[src/rtl/fetch_unit.sv]
// ----------------------------------------------------------------------------
// FetchUnit: instruction fetch stage with PC register and IF/ID pipeline latch.
//
// The PC is held as a 30-bit word index so that word alignment is structural:
// Address is always {pc_word, 2'b00} and can never carry stray low bits.
// Each rising edge chooses one PC action and one IF/ID action with priority
// Reset > Redirect > Stall > normal advance; Flush only affects IF/ID.
//
// Optional feature macro: FETCH_PERF_CNT_EN
//   When defined, adds FetchCount / BubbleCount outputs that count edges
//   loading a real instruction and edges loading a bubble (reset excluded).
// ----------------------------------------------------------------------------
module fetch_unit #(
    parameter logic [31:0] RESET_PC = 32'h00000000,
    parameter logic [31:0] NOP_WORD = 32'h00000000
) (
    input  logic        Clk,
    input  logic        Reset,
    input  logic [31:0] Instruction,
    input  logic        Stall,
    input  logic        Flush,
    input  logic        Redirect,
    input  logic [31:0] RedirectTarget,
    output logic [31:0] Address,
    output logic [31:0] IF_ID_Instruction,
    output logic [31:0] IF_ID_PCPlus4,
    output logic        IF_ID_Valid
`ifdef FETCH_PERF_CNT_EN
    ,
    output logic [31:0] FetchCount,
    output logic [31:0] BubbleCount
`endif
);

    // What the PC register does on the coming edge.
    typedef enum logic [1:0] {
        PC_HOLD     = 2'd0,
        PC_ADVANCE  = 2'd1,
        PC_REDIRECT = 2'd2
    } pc_action_t;

    // What the IF/ID latch does on the coming edge.
    typedef enum logic [1:0] {
        IFID_HOLD   = 2'd0,
        IFID_LOAD   = 2'd1,
        IFID_BUBBLE = 2'd2
    } ifid_action_t;

    localparam logic [29:0] RESET_WORD = RESET_PC[31:2];

    logic [29:0]  pc_word;
    logic [29:0]  pc_word_next_seq;
    logic [29:0]  redirect_word;
    logic [31:0]  pc_plus4;
    pc_action_t   pc_action;
    ifid_action_t ifid_action;

    logic [31:0]  ifid_instruction;
    logic [31:0]  ifid_pc_plus4;
    logic         ifid_valid;

    // Low two bits of the redirect target are dropped on purpose; the PC
    // is word-addressed.
    logic         unused_target_bits;
    assign unused_target_bits = ^RedirectTarget[1:0];

    // A 30-bit word-index increment wraps exactly like a 32-bit +4, so
    // 32'hFFFFFFFC rolls over to 32'h00000000 for free.
    assign pc_word_next_seq = pc_word + 30'd1;
    assign pc_plus4         = {pc_word_next_seq, 2'b00};
    assign redirect_word    = RedirectTarget[31:2];

    // Address comes straight from the PC register, no input reaches it
    // combinationally.
    assign Address = {pc_word, 2'b00};

    assign IF_ID_Instruction = ifid_instruction;
    assign IF_ID_PCPlus4     = ifid_pc_plus4;
    assign IF_ID_Valid       = ifid_valid;

    // Decode the control inputs into per-edge actions. Reset is handled
    // in the sequential block and overrides everything decoded here.
    always_comb begin
        pc_action   = PC_ADVANCE;
        ifid_action = IFID_LOAD;
        if (Redirect) begin
            pc_action   = PC_REDIRECT;
            ifid_action = IFID_BUBBLE;
        end else if (Stall) begin
            pc_action   = PC_HOLD;
            ifid_action = Flush ? IFID_BUBBLE : IFID_HOLD;
        end else begin
            pc_action   = PC_ADVANCE;
            ifid_action = Flush ? IFID_BUBBLE : IFID_LOAD;
        end
    end

    // PC register: reset to RESET_PC, then redirect, hold or advance.
    always_ff @(posedge Clk) begin
        if (Reset) begin
            pc_word <= RESET_WORD;
        end else begin
            case (pc_action)
                PC_REDIRECT: pc_word <= redirect_word;
                PC_ADVANCE:  pc_word <= pc_word_next_seq;
                default:     pc_word <= pc_word;
            endcase
        end
    end

    // IF/ID latch: captures the fetched word with its PC+4, a bubble,
    // or keeps its contents while stalled.
    always_ff @(posedge Clk) begin
        if (Reset) begin
            ifid_instruction <= NOP_WORD;
            ifid_pc_plus4    <= 32'h0;
            ifid_valid       <= 1'b0;
        end else begin
            case (ifid_action)
                IFID_LOAD: begin
                    ifid_instruction <= Instruction;
                    ifid_pc_plus4    <= pc_plus4;
                    ifid_valid       <= 1'b1;
                end
                IFID_BUBBLE: begin
                    ifid_instruction <= NOP_WORD;
                    ifid_pc_plus4    <= 32'h0;
                    ifid_valid       <= 1'b0;
                end
                default: begin
                    ifid_instruction <= ifid_instruction;
                    ifid_pc_plus4    <= ifid_pc_plus4;
                    ifid_valid       <= ifid_valid;
                end
            endcase
        end
    end

`ifdef FETCH_PERF_CNT_EN
    logic [31:0] fetch_count;
    logic [31:0] bubble_count;

    assign FetchCount  = fetch_count;
    assign BubbleCount = bubble_count;

    // Count real loads and bubble loads into IF/ID; a held latch counts
    // as neither, and both counters wrap naturally at 2^32.
    always_ff @(posedge Clk) begin
        if (Reset) begin
            fetch_count  <= 32'h0;
            bubble_count <= 32'h0;
        end else begin
            if (ifid_action == IFID_LOAD) begin
                fetch_count <= fetch_count + 32'd1;
            end
            if (ifid_action == IFID_BUBBLE) begin
                bubble_count <= bubble_count + 32'd1;
            end
        end
    end
`endif

endmodule

[config.mk]
export PLATFORM = sky130hd
export DESIGN_NAME = fetch_unit
export DESIGN_NICKNAME = d
export VERILOG_FILES = /design/src/rtl/fetch_unit.sv
export SDC_FILE = /design/constraint.sdc
export NUM_CORES = 1
export LEC_CHECK = 0
export CELL_PAD_IN_SITES_DETAIL_PLACEMENT = 0
export CELL_PAD_IN_SITES_GLOBAL_PLACEMENT = 2
export CORE_MARGIN = 3
export CORE_UTILIZATION = 27
export DETAILED_ROUTE_END_ITERATION = 12
export GPL_TIMING_DRIVEN = 1
export MAX_ROUTING_LAYER = met4
export PLACE_DENSITY_LB_ADDON = 0.1
export SLEW_MARGIN = 20
export SYNTH_ARGS = -nofsm -noshare
export SYNTH_HDL_FRONTEND = slang
export SYNTH_SLANG_ARGS = --single-unit
[constraint.sdc]
create_clock -name Clk -period 5.3 [get_ports Clk]
set_input_delay 0.53 -clock Clk [delete_from_list [all_inputs] [get_ports Clk]]
set_output_delay 0.53 -clock Clk [all_outputs]
set_load 0.02 [all_outputs]
==> summary.txt <==
======================================================================================
Yosys top cell area share                                                        43.3%
Antenna violations before repair                                                     0
Summed negative setup slack over all endpoints                                    0 ns
Number of flops mapped to enable cells by yosys                                      0
Die outline area                                                           0.0175 mm^2
Launching element of the worst setup path                                        Stall
Number of I/O pins                                                                 166
HPWL after detailed placement                                                  9540 um
Mapped Avg Cell Area                                                         8.78 um^2
CP Cell Sequence                                                          clkdlybuf4s50_1 > buf_4 > or3_1 > ha_1 > buf_4 > nor2_2 > buf_4 > a22oi_1 > nor2_1
CTS tree                                                                          done
Gate count after technology mapping                                                490
Final setup viols                                                                    0
Min-Delay Startpoint                                                      IF_ID_PCPlus4[21]
Deepest clock path buffer count                                                      2
Sequential area share after synthesis                                            43.3%
Post-CTS Resized                                                                     0
Post-route worst hold slack                                                   0.479 ns
Worst Setup Slack, final                                                       2.11 ns
Area of the multi-input gates                                             0.00219 mm^2
Non-Filler Cell Area, Final                                               0.00634 mm^2
Die span in x                                                                   132 um
Number of hold-repair buffers added at the cts stage                                 0
Library cell with the largest summed area after synthesis                 sky130_fd_sc_hd__dfxtp_1
Most used cells in the layout excluding fill and tap cells                sky130_fd_sc_hd__clkdlybuf4s50_1 (157), sky130_fd_sc_hd__dfxtp_1 (93), sky130_fd_sc_hd__nor2_1 (60)
Number of register bits inferred by synthesis                                       93
Layout fillers                                                                   1,580
Library cell contributing the largest single delay on the critical path   sky130_fd_sc_hd__ha_1
Lkg Pwr                                                                        2.37 nW
Max IR drop VDD                                                               0.201 mV
Final period util                                                                60.3%
Area growth, synth to finish                                                     47.3%
Most common cell after layout, fill and taps aside                        sky130_fd_sc_hd__clkdlybuf4s50_1
FMAX                                                                         0.313 GHz
Cell repeated most along the worst path                                   sky130_fd_sc_hd__buf_4
Initial standard-cell utilization of the core                                    28.0%
Global-route wire length before repair                                       21,700 um
Via count                                                                        3,960
Port Buffers                                                                       159
First-pass detailed-route iteration total                                            5
Primary FF master, synth                                                  sky130_fd_sc_hd__dfxtp_1
Nets                                                                               697
Via density per instance                                                          4.70
Endpoint required time on the critical path                                    5.58 ns
CP endpoint kind                                                              register
Max-slew violation count                                                             0
Reg clk slew, reported paths                                                   0.07 ns
Result of the run                                                         complete, no violations
Aggregate global routing overflow                                                    0
Core outline area                                                          0.0154 mm^2
Cell area after placement                                                 0.00604 mm^2
Hold/Removal Path Class                                                     reg -> reg
Pwr/cell area                                                              271 mW/mm^2
Die span in y                                                                   132 um
Relative slew margins                                                            31.2%
WL/cell                                                                        16.0 um
Total detailed-routing wirelength                                            13,500 um
Setup repair after global routing missed its margin                              false
Final ANT Viol Nets                                                                  0
Critical Setup Path Class                                                    in -> reg
Total of max-cap violations                                                          0
Rows                                                                                45
Critical path startpoint category                                         primary input
Number of DRC markers in iteration 0                                               211
Number of standard cells in the final layout excluding fillers                     842
Largest net degree at the start of global routing                                   72
Worst skew pair latency                                                        0.35 ns
Crit path time final                                                           3.19 ns
Number of instances in the placed design                                           826
Number of global-route vias before repair                                        4,018
Warnings, synthesis                                                                  0
Pre-CTS worst setup slack                                                      1.66 ns
Worst clock skew                                                            0.00739 ns
Clock buffer count from CTS                                                          9
Unique cell type count in the Yosys netlist                                         38
Reg area                                                                  0.00186 mm^2
CP max stage delay                                                             0.49 ns
TritonCTS sink count                                                                93
Fraction of synthesis flops using an asynchronous set or reset pin                  0%
Data arrival time of the critical path                                         3.47 ns
Total global routing track utilization                                           15.9%
Final weighted congestion of routability-driven global placement                 0.734
Clock tree root driver cell                                               sky130_fd_sc_hd__clkbuf_16
Actual transition at the worst max-transition pin                              1.03 ns
Inserted Diodes                                                                      0
H-tree Lvls                                                                          3
Residual DRC                                                                         0
Syn Std Cell Area                                                         0.00430 mm^2
R2R setup slack                                                                2.61 ns
Layout cells sized above 1                                                       5.55%
Reg2reg start                                                               pc_word[0]
Ranking of synthesized cells by area                                      sky130_fd_sc_hd__dfxtp_1 (43%), sky130_fd_sc_hd__xnor2_1 (7.5%), sky130_fd_sc_hd__a22oi_1 (6.5%)
Largest fanout on the critical path                                                 32
Setup Fix Bufs, Post-CTS                                                             0
Total count of hold-check failures in the final report                               0
======================================================================================
-- metrics by stage --
stage          power, mW  utilization, %
2_1_floorplan      0.930               -
3_3_place_gp        1.07            39.3
3_5_place_dp        1.08            39.3
4_1_cts             1.75            41.2
5_1_grt             1.80            41.2
6_report            1.72            41.2
-- sequential cells by signal, indices dropped and copies added (netlist names) --
| name | cells |
|---|---|
| pc_word | 30 |
| IF_ID_Instruction | 32 |
| IF_ID_PCPlus4 | 30 |
| IF_ID_Valid | 1 |
-- cells in the mapped netlist (3+ instances only) --
| cell type | count |
|---|---|
| sky130_fd_sc_hd__nand3_1 | 16 |
| sky130_fd_sc_hd__xor2_1 | 17 |
| sky130_fd_sc_hd__nand4_1 | 14 |
| sky130_fd_sc_hd__buf_2 | 5 |
| sky130_fd_sc_hd__a22oi_1 | 37 |
| sky130_fd_sc_hd__o21ai_0 | 4 |
| sky130_fd_sc_hd__or3_1 | 3 |
| sky130_fd_sc_hd__nor3_1 | 8 |
| sky130_fd_sc_hd__o21a_1 | 21 |
| sky130_fd_sc_hd__nor2_1 | 61 |
| sky130_fd_sc_hd__nor2b_1 | 5 |
| sky130_fd_sc_hd__inv_1 | 23 |
| sky130_fd_sc_hd__and3_1 | 6 |
| sky130_fd_sc_hd__and2_1 | 5 |
| sky130_fd_sc_hd__a21oi_1 | 32 |
| sky130_fd_sc_hd__a22o_1 | 23 |
| sky130_fd_sc_hd__xnor2_1 | 37 |
| sky130_fd_sc_hd__buf_4 | 4 |
| sky130_fd_sc_hd__dfxtp_1 | 93 |
| sky130_fd_sc_hd__clkbuf_1 | 34 |
| sky130_fd_sc_hd__nand2_1 | 15 |
-- critical path: cells and delay by family --
kind | cells | cell delay (ns)
buf+inv | 4 | 1.34
simple gates | 3 | 0.97
fa+ha+maj | 1 | 0.49
compound gates | 1 | 0.11
-- cell type report --
cell class	count	share of cell area, %
flip-flops and latches	93	29.4
clock buffers	11	3.83
repair buffers	166	25.8
inverters	23	1.36
multi-input cells	333	34.5
clock inverters	5	0.947
well taps	211	4.17
-- layer usage --
| metal | GRT usage (%) | vias to the layer above | share of wire (%) |
|---|---|---|---|
| li1 | - | 1979 | - |
| met1 | 19.9 | 1844 | 46 |
| met2 | 24.6 | 128 | 45 |
| met3 | 5.61 | 9 | 7.7 |
| met4 | 4.16 | 0 | 0.97 |
| met5 | - | - | 0 |
-- cell families (layout without fill, tap and decap cells) --
logic type | count (synthesis) | count (layout) | synth area share, %
mux | 2 | 2 | 0.465
other cells | 1 | 4 | 0.0872
compound gates | 119 | 119 | 19.4
xor+xnor | 54 | 54 | 11.0
buf+inv | 67 | 205 | 6.34
fa+ha+maj | 2 | 2 | 0.581
flops | 93 | 93 | 43.3
simple gates | 152 | 152 | 18.9
-- power by group --
group	switching, mW	internal (mW)	leakage [nW]	total (mW)
clock	0.281	0.380	0.146	0.661
combinational	0.140	0.146	1.46	0.286
sequential	0.0406	0.732	0.761	0.772
-- path summary, 6_finish.rpt --
path / endpoint / cells after the start
worst max-delay path: IF_ID_Instruction[29] / 9
worst min-delay path: IF_ID_PCPlus4[21] / 1
worst max register to register: IF_ID_PCPlus4[30] / 6
worst min register to register: IF_ID_PCPlus4[21] / 1
(Power assumes the default switching activity.)
